**config.mk**
```make
export PLATFORM = sky130hd
export DESIGN_NAME = data_1to2_dispatcher
export DESIGN_NICKNAME = d
export VERILOG_FILES = /design/src/rtl/data_1to2_dispatcher.sv
export SDC_FILE = /design/constraint.sdc
export NUM_CORES = 1
export LEC_CHECK = 0
export BUFFER_PORTS_ARGS = -buffer_cell sky130_fd_sc_hd__buf_2
export CAP_MARGIN = 20
export CORE_UTILIZATION = 50
export CTS_CLUSTER_SIZE = 40
export DETAILED_ROUTE_END_ITERATION = 7
export HOLD_SLACK_MARGIN = 0.03
export PLACE_DENSITY = 0.75
export SETUP_SLACK_MARGIN = 0.5
export SLEW_MARGIN = 10
export SYNTH_ARGS = -nofsm -noshare
export SYNTH_HDL_FRONTEND = slang
export SYNTH_SLANG_ARGS = --single-unit
export TNS_END_PERCENT = 1
```
**constraint.sdc**
```tcl
create_clock -name i_clk -period 3.4 [get_ports i_clk]
set_input_delay 0 -clock i_clk [delete_from_list [all_inputs] [get_ports i_clk]]
set_output_delay 0 -clock i_clk [all_outputs]
set_load 0.02 [all_outputs]
```
**src/rtl/data_1to2_dispatcher.sv**
```systemverilog
// Purpose: steers each whole received frame to port A or port B by its type field, or drops it.
// Latency: 1 cycle, input beat to output beat; all outputs come straight from flops.
// Backpressure: none; there is no ready input, so every accepted beat is forwarded or discarded.
module data_1to2_dispatcher #(
  parameter logic [15:0] P_TYPE_A  = 16'h0806,
  parameter logic [15:0] P_TYPE_B  = 16'h0800,
  parameter logic [15:0] P_MAX_LEN = 16'd1500
) (
  input  logic        i_clk,
  input  logic        i_rst,
  input  logic [7:0]  i_data,
  input  logic        i_valid,
  input  logic        i_last,
  input  logic [15:0] i_len,
  input  logic [15:0] i_type,
  output logic [7:0]  o_data_a,
  output logic        o_valid_a,
  output logic        o_last_a,
  output logic [15:0] o_len_a,
  output logic [7:0]  o_data_b,
  output logic        o_valid_b,
  output logic        o_last_b,
  output logic [15:0] o_len_b,
  output logic        o_len_err,
  output logic [15:0] o_frm_cnt_a,
  output logic [15:0] o_frm_cnt_b,
  output logic [15:0] o_drop_cnt
);

  // SYNC waits for a frame boundary after reset so a partial frame is never forwarded.
  typedef enum logic [2:0] {
    ST_SYNC,
    ST_IDLE,
    ST_FWD_A,
    ST_FWD_B,
    ST_DROP
  } state_t;

  state_t      state_q, state_d;
  logic [15:0] cnt_q, cnt_d;
  logic [15:0] len_q, len_d;
  logic [7:0]  data_a_q, data_a_d;
  logic        valid_a_q, valid_a_d;
  logic        last_a_q, last_a_d;
  logic [15:0] len_a_q, len_a_d;
  logic [7:0]  data_b_q, data_b_d;
  logic        valid_b_q, valid_b_d;
  logic        last_b_q, last_b_d;
  logic [15:0] len_b_q, len_b_d;
  logic        len_err_q, len_err_d;
  logic [15:0] frm_cnt_a_q, frm_cnt_a_d;
  logic [15:0] frm_cnt_b_q, frm_cnt_b_d;
  logic [15:0] drop_cnt_q, drop_cnt_d;

  logic        route_a;
  logic        route_b;
  logic        start;
  logic        frm_end;
  logic        overrun;
  logic [15:0] cnt_inc;

  // Next-state, beat routing, counters and length checking.
  always_comb begin
    state_d     = state_q;
    cnt_d       = cnt_q;
    len_d       = len_q;
    data_a_d    = data_a_q;
    valid_a_d   = 1'b0;
    last_a_d    = 1'b0;
    len_a_d     = len_a_q;
    data_b_d    = data_b_q;
    valid_b_d   = 1'b0;
    last_b_d    = 1'b0;
    len_b_d     = len_b_q;
    len_err_d   = 1'b0;
    frm_cnt_a_d = frm_cnt_a_q;
    frm_cnt_b_d = frm_cnt_b_q;
    drop_cnt_d  = drop_cnt_q;
    route_a     = 1'b0;
    route_b     = 1'b0;
    start       = 1'b0;
    frm_end     = 1'b0;
    overrun     = 1'b0;
    // The beat counter saturates so a runaway frame cannot wrap it.
    cnt_inc     = (cnt_q >= P_MAX_LEN) ? P_MAX_LEN : cnt_q + 16'd1;

    case (state_q)
      ST_SYNC: begin
        if (!i_valid || i_last) begin
          state_d = ST_IDLE;
        end
      end
      ST_IDLE: begin
        if (i_valid) begin
          start = 1'b1;
          len_d = i_len;
          cnt_d = 16'd1;
          if (i_type == P_TYPE_A) begin
            route_a = 1'b1;
          end else if (i_type == P_TYPE_B) begin
            route_b = 1'b1;
          end else begin
            drop_cnt_d = drop_cnt_q + 16'd1;
            state_d    = i_last ? ST_IDLE : ST_DROP;
          end
        end
      end
      ST_FWD_A: begin
        if (i_valid) begin
          route_a = 1'b1;
          cnt_d   = cnt_inc;
        end
      end
      ST_FWD_B: begin
        if (i_valid) begin
          route_b = 1'b1;
          cnt_d   = cnt_inc;
        end
      end
      ST_DROP: begin
        if (i_valid && i_last) begin
          state_d = ST_IDLE;
        end
      end
      default: state_d = ST_SYNC;
    endcase

    // A routed beat either ends the frame, truncates it at the length limit, or continues it.
    if (route_a || route_b) begin
      frm_end   = i_last;
      overrun   = !i_last && (cnt_d >= P_MAX_LEN);
      len_err_d = overrun || (frm_end && (cnt_d != len_d));
      if (frm_end) begin
        state_d = ST_IDLE;
      end else if (overrun) begin
        state_d = ST_DROP;
      end else begin
        state_d = route_a ? ST_FWD_A : ST_FWD_B;
      end
    end

    if (route_a) begin
      data_a_d  = i_data;
      valid_a_d = 1'b1;
      last_a_d  = frm_end || overrun;
      if (start) begin
        len_a_d = i_len;
      end
      if (frm_end || overrun) begin
        frm_cnt_a_d = frm_cnt_a_q + 16'd1;
      end
    end

    if (route_b) begin
      data_b_d  = i_data;
      valid_b_d = 1'b1;
      last_b_d  = frm_end || overrun;
      if (start) begin
        len_b_d = i_len;
      end
      if (frm_end || overrun) begin
        frm_cnt_b_d = frm_cnt_b_q + 16'd1;
      end
    end
  end

  // State and output registers with synchronous active-low reset.
  always_ff @(posedge i_clk) begin
    if (!i_rst) begin
      state_q     <= ST_SYNC;
      cnt_q       <= 16'd0;
      len_q       <= 16'd0;
      data_a_q    <= 8'd0;
      valid_a_q   <= 1'b0;
      last_a_q    <= 1'b0;
      len_a_q     <= 16'd0;
      data_b_q    <= 8'd0;
      valid_b_q   <= 1'b0;
      last_b_q    <= 1'b0;
      len_b_q     <= 16'd0;
      len_err_q   <= 1'b0;
      frm_cnt_a_q <= 16'd0;
      frm_cnt_b_q <= 16'd0;
      drop_cnt_q  <= 16'd0;
    end else begin
      state_q     <= state_d;
      cnt_q       <= cnt_d;
      len_q       <= len_d;
      data_a_q    <= data_a_d;
      valid_a_q   <= valid_a_d;
      last_a_q    <= last_a_d;
      len_a_q     <= len_a_d;
      data_b_q    <= data_b_d;
      valid_b_q   <= valid_b_d;
      last_b_q    <= last_b_d;
      len_b_q     <= len_b_d;
      len_err_q   <= len_err_d;
      frm_cnt_a_q <= frm_cnt_a_d;
      frm_cnt_b_q <= frm_cnt_b_d;
      drop_cnt_q  <= drop_cnt_d;
    end
  end

  assign o_data_a    = data_a_q;
  assign o_valid_a   = valid_a_q;
  assign o_last_a    = last_a_q;
  assign o_len_a     = len_a_q;
  assign o_data_b    = data_b_q;
  assign o_valid_b   = valid_b_q;
  assign o_last_b    = last_b_q;
  assign o_len_b     = len_b_q;
  assign o_len_err   = len_err_q;
  assign o_frm_cnt_a = frm_cnt_a_q;
  assign o_frm_cnt_b = frm_cnt_b_q;
  assign o_drop_cnt  = drop_cnt_q;

endmodule

```
# After elaboration in Yosys (flattened, before gate mapping)
# Index checks and enable logic that the tools add are counted.
dict set report word_totals {
  elab_cells 86
  reg_bits 136
  out_inout_bits 101
}
dict set report classes {
  reduce_logical 20
  n_eq_ne 13
  mux 30
  add_sub_neg 4
  n_bitwise 2
  magnitude_cmp 2
}
# op n
set op_table {}
lappend op_table {{two-way mux 16 bit} 5}
lappend op_table {{adder 16 x 1 -> 16 bit, second input constant} 4}
lappend op_table {{== test 16 x 12 -> 1 bit, second input constant} 2}
lappend op_table {{greater-or-equal comparator 16 x 11 -> 1 bit, second input constant} 2}
lappend op_table {{case mux 16 bit (2 select lines)} 1}
lappend op_table {{two-way mux 3 bit} 9}
lappend op_table {{!= test 16 bit} 1}
lappend op_table {{!= test 3 bit, second input constant} 5}
lappend op_table {{AND reduction 2 bit} 7}
lappend op_table {{two-way mux 1 bit} 12}
lappend op_table {{case mux 3 bit (4 select lines)} 1}
lappend op_table {{== test 3 x 2 -> 1 bit, second input constant} 2}
lappend op_table {{AND reduction 6 bit} 1}
lappend op_table {{logical OR 1 bit} 4}
lappend op_table {{case mux 1 bit (2 select lines)} 2}
lappend op_table {{AND reduction 4 bit} 1}
lappend op_table {{== test 3 x 1 -> 1 bit, second input constant} 1}
lappend op_table {{== test 3 bit, second input constant} 1}
lappend op_table {{logical AND 1 bit} 3}
lappend op_table {{zero test 3 bit} 1}
lappend op_table {{zero test 1 bit} 2}
lappend op_table {{!= test 2 x 1 -> 1 bit, second input constant} 1}
lappend op_table {{inverter 1 bit} 2}
lappend op_table {{OR reduction 2 bit} 1}

# Logic depth before layout (Yosys ltp)
dict set report depth {
  ltp_word 9
  depth_mapped 13
  mapped_depth_nobuf 10
}

# Least setup slack after synthesis
# Ideal clock, no wire load.
dict set report synth_timing {
  path_kind {flip-flop to flip-flop}
  startpoint {register cnt_q[0]}
  endpoint {register frm_cnt_b_q[6], in the netlist o_frm_cnt_b[6]}
  stages_incl_launch_ff 11
  synth_period_minus_slack_ns 2.556
  arrival_ns 2.440
  path_buffers 1
  setup_time_ns 0.116
  required_ns 3.284
  slack_ns 0.844
  cell_sequence {dfxtp_1 > ha_1 > nand4_2 > o311ai_1 > o2111ai_1 > o31a_1 > a211o_4 > a21oi_2 > buf_4 > a21oi_1 > a31o_2}
}
dict set report synth_via {
  elab_chain_len 9
  elab_cells_between_ends 11
}
# item line
set synth_rtl {}
lappend synth_rtl {{start, declared} 40} ;# logic [15:0] cnt_q, cnt_d;
lappend synth_rtl {{start signal, assigned} 187} ;# cnt_q <= cnt_d;
lappend synth_rtl {{adder 16 x 1 -> 16 bit / greater-or-equal comparator 16 x 11 -> 1 bit (equally long branches)} 85} ;# cnt_inc = (cnt_q >= P_MAX_LEN) ? P_MAX_LEN : cnt_q + 16'd1;
lappend synth_rtl {{two-way mux 16 bit} 85}
lappend synth_rtl {{two-way mux 16 bit} {109, 115}}
lappend synth_rtl {{case mux 16 bit (2 select lines) *} 87} ;# case (state_q)
lappend synth_rtl {{greater-or-equal comparator 16 x 11 -> 1 bit *} 131} ;# overrun = !i_last && (cnt_d >= P_MAX_LEN);
lappend synth_rtl {{logical AND 1 bit *} 131}
lappend synth_rtl {{two-way mux 1 bit *} 129} ;# if (route_a || route_b) begin
lappend synth_rtl {{logical OR 1 bit *} 161} ;# if (frm_end || overrun) begin
lappend synth_rtl {{AND reduction 2 bit (no source line) *} --}
lappend synth_rtl {{end signal, assigned} 199} ;# frm_cnt_b_q <= frm_cnt_b_d;
lappend synth_rtl {{end, declared} 52} ;# logic [15:0] frm_cnt_b_q, frm_cnt_b_d;
# Mark *: on every way between the ends. The rest lies on a longest branch, timed or not.
# A chain may end at the register's enable or synchronous reset.

# Worst setup path after layout
dict set report layout_timing {
  startpoint {register state_q[1]}
  endpoint {register frm_cnt_a_q[6], in the netlist o_frm_cnt_a[6]}
}
dict set report layout_via {
  elab_chain_len 8
  elab_cells_between_ends 14
}
# item line
set layout_rtl {}
lappend layout_rtl {{start, declared} 39} ;# state_t state_q, state_d;
lappend layout_rtl {{start signal, assigned} 186} ;# state_q <= state_d;
lappend layout_rtl {{== test 3 x 2 -> 1 bit} 87}
lappend layout_rtl {{OR reduction 2 bit (no source line)} --}
lappend layout_rtl {{case mux 16 bit (2 select lines)} 87}
lappend layout_rtl {{greater-or-equal comparator 16 x 11 -> 1 bit} 131}
lappend layout_rtl {{logical AND 1 bit} 131}
lappend layout_rtl {{two-way mux 1 bit} 129}
lappend layout_rtl {{logical OR 1 bit} 149} ;# if (frm_end || overrun) begin
lappend layout_rtl {{AND reduction 2 bit (no source line) *} --}
lappend layout_rtl {{end signal, assigned} 198} ;# frm_cnt_a_q <= frm_cnt_a_d;
lappend layout_rtl {{end, declared} 51} ;# logic [15:0] frm_cnt_a_q, frm_cnt_a_d;
# Marks and branches as above.

==> reports/metrics.cfg <==
[worst_setup_path]
crit_path_frequent_cell = buf_4
cp.arrival_ns = 3.15
cp.required_ns = 3.76
critPathCaptureType = flop
cp_top_family = compound AO/OA/AOI/OAI gates
path_class = reg2reg
critPathMaxFanout = 14
cp_slowest_cell = dfxtp_2
path_cells = nor4bb_4 -> buf_4 -> buf_4 -> a21oi_1 -> o2111ai_1 -> o31a_1 -> a211o_4 -> a21oi_2 -> buf_4 -> and3_1 -> mux2i_1
worstSetupStartpointType = flop
slowest_delay_ns = 0.48
critPathBufInv = 3

[routing]
avgRoutedWirePerCell_um = 15.1
wl_mm = 16.3
antenna_left = 0
drt-vias-per-instance = 5.35
drc = 0
dr.pass1.iters = 5
drt-initial-drc-count = 294
route.vias.total = 5806

[placed_design]
dp_worst_setup_slack_ns = 0.304
gp_congestion = 0.873
io_buffers = 144
dp_hpwl_mm = 10.9

[cells_and_area]
finish.utilization_pct = 67.2
num-fill-cells = 1002
antennaDiodeCount = 0
synthToLayoutAreaGrowth_pct = 29.4
final_nets = 953
drive_above_1_share_pct = 25.5

[timing]
finalSetupTns_ns = 0
relSlewSlack_pct = 61.1
finalSetupViolations = 0
clock_skew_ns = 0.0134
rsz0062_at_grt = true
hold_ws_ns = 0.0692
min_period_over_period_pct = 82.0
tightestPinTransition_ns = 0.582
clock.fmax_mhz = 359
setup_slack_ns = 0.611
finalCriticalPeriod_ns = 2.79
drv_slew = 0
hold_viol_final = 0

[floorplanning]
die_y_um = 114
die-area_mm2 = 0.0130
ios = 145
start_util_pct = 51.9
std_cell_rows = 40
die-width_um = 114
core_mm2 = 0.0121

[synth]
netlist_instances = 737
avgSynthCellArea_um2 = 8.53
synth.top_cell.area_share_pct = 43.3
ys.flop_type = dfxtp_1
syn_area_mm2 = 0.00629
syn_nets = 786
ys_warn_count = 0
seq_area_frac_synth_pct = 43.3
synth_edf_count = 0
async_flop_share_pct = 0
synth_area_leaders = dfxtp_1 43%, mux2i_1 8.8%, nand2_1 7.2%
yosys.cell_types.count = 62
yosys.area.top_type = dfxtp_1
ys_ff_latch = 136

[global_routing]
grt_pass1_vias = 5453
grt_start_max_net_pins = 53
antenna_found_initial = 0
grt_overflow = 0
grtUsageTotal_pct = 25.4
grt_pass1_wl_mm = 26.1

[cts]
insertion_delay_ns = 0.43
clkTransAtPathRegs_ns = 0.06
cts_tree = yes
h-tree-depth = 4
clk_path_buf_depth = 2
root_buffer = clkbuf_16
cts.sink_count = 136
cts_inserted_buffers = 17

[pwr]
p_leak_uw = 0.00348
ir_drop_uv = 293
power.total_uw = 3820
power_density_mw_per_mm2 = 469

[status]
status = finished, final reports clean

[worst_hold_path]
hold_path_class = in2reg

[flow_run]
drv_cap = 0

[kinds of logic after synthesis]
logic type	Yosys count	share of synthesized area, %
DFF	136	43.3
buffers and inverters	52	3.94
AOI/OAI and AO/OA	126	13.0
and+or+nand+nor	328	25.2
xor gates and xnor gates	35	4.88
adders and majority gates	5	0.995
muxes	55	8.76
[per-layer routing]
metal | vias up | global-route usage (%) | wire length, µm
li1 | 2884 | - | -
met1 | 2718 | 31.5 | 7190
met2 | 169 | 42.4 | 7970
met3 | 35 | 5.66 | 780
met4 | 0 | 11.2 | 399
met5 | - | 0 | 0
[report_power, final]
group | total (µW) | internal (µW) | switching [µW]
Sequential | 1630 | 1610 | 15.0
Combinational | 255 | 113 | 142
Clock | 1930 | 1240 | 698
[synth_stat cells (3+ instances only)]
cell,instances
a21oi_2,3
buf_2,9
ha_1,5
o21ai_1,3
nand4_1,23
inv_1,9
and3_1,20
nand3_1,17
a21oi_1,57
xor2_1,19
buf_6,3
or3_1,7
mux2i_1,55
a211oi_1,5
nand2b_1,20
clkbuf_1,26
and2_1,16
nand2_1,120
buf_4,5
nor4_1,5
dfxtp_1,136
o21ai_0,25
a32oi_1,3
xnor2_1,16
a2111oi_2,3
a31oi_1,4
nor2_1,72
nor3_1,10
[flip-flops by register name, indices dropped and copies added (netlist names), 8 cells and up]
register,cells
cnt_q,16
len_q,16
o_drop_cnt,16
o_frm_cnt_a,16
o_frm_cnt_b,16
o_len_a,16
o_len_b,16
o_data_a,8
o_data_b,8
[final cells by class]
class | count | area, µm² | area share (%)
clock buffer | 23 | 488 | 6.00
inverter | 9 | 33.8 | 0.415
sequential | 136 | 2740 | 33.6
timing repair buffer | 191 | 1150 | 14.1
tap | 168 | 210 | 2.58
multi-input combinational | 549 | 3380 | 41.6
clock inverter | 9 | 136 | 1.68
[placed cells by master (no fill, tap or decap), drive strengths merged, types with 20 or more instances in the layout]
master | synthesis | layout
nand2b | 20 | 20
mux2i | 55 | 55
a21oi | 60 | 60
nand4 | 24 | 24
clkbuf | 26 | 23
dlygate4sd3 | 0 | 25
buf | 17 | 166
and3 | 21 | 21
nand2 | 120 | 120
nor2 | 72 | 72
dfxtp | 136 | 136
o21ai | 28 | 28
[timing repair]
item | CTS | global route
hold buffers | 25 | 0
gates resized for setup | 0 | 17
endpoints found under the setup margin | 31 | 35
hold endpoints to repair | 65 | 0
pin swaps | 1 | 0
buffers inserted | 3 | 0
[worst reg2reg max path, stage by stage, from the launching register on]
cell       delay, ns
dfxtp_2         0.48
nor4bb_4        0.08
buf_4           0.18
buf_4           0.20
a21oi_1         0.18
o2111ai_1       0.13
o31a_1          0.34
a211o_4         0.40
a21oi_2         0.17
buf_4           0.22
and3_1          0.19
mux2i_1         0.16
[worst paths after layout]
kind                            depth (start not counted)                     from  slack, ns                           to
worst max register to register                         11  state_q[1]$_SDFFE_PN0P_       0.61  o_frm_cnt_a[6]$_SDFFE_PN0P_
worst min-delay path                                    4                  i_valid       0.07      state_q[1]$_SDFFE_PN0P_
worst max-delay path                                   11  state_q[1]$_SDFFE_PN0P_       0.61  o_frm_cnt_a[6]$_SDFFE_PN0P_
worst min register to register                          2  o_len_a[4]$_SDFFE_PN0P_       0.45      o_len_a[4]$_SDFFE_PN0P_
[stage by stage]
stage	std cells	cell area, µm²
floorplan	737	6290
global placement	1025	7170
detailed placement	1025	7170
CTS	1085	8080
global route	1085	8140
finish	1085	8140
(Power assumes the default switching activity.)
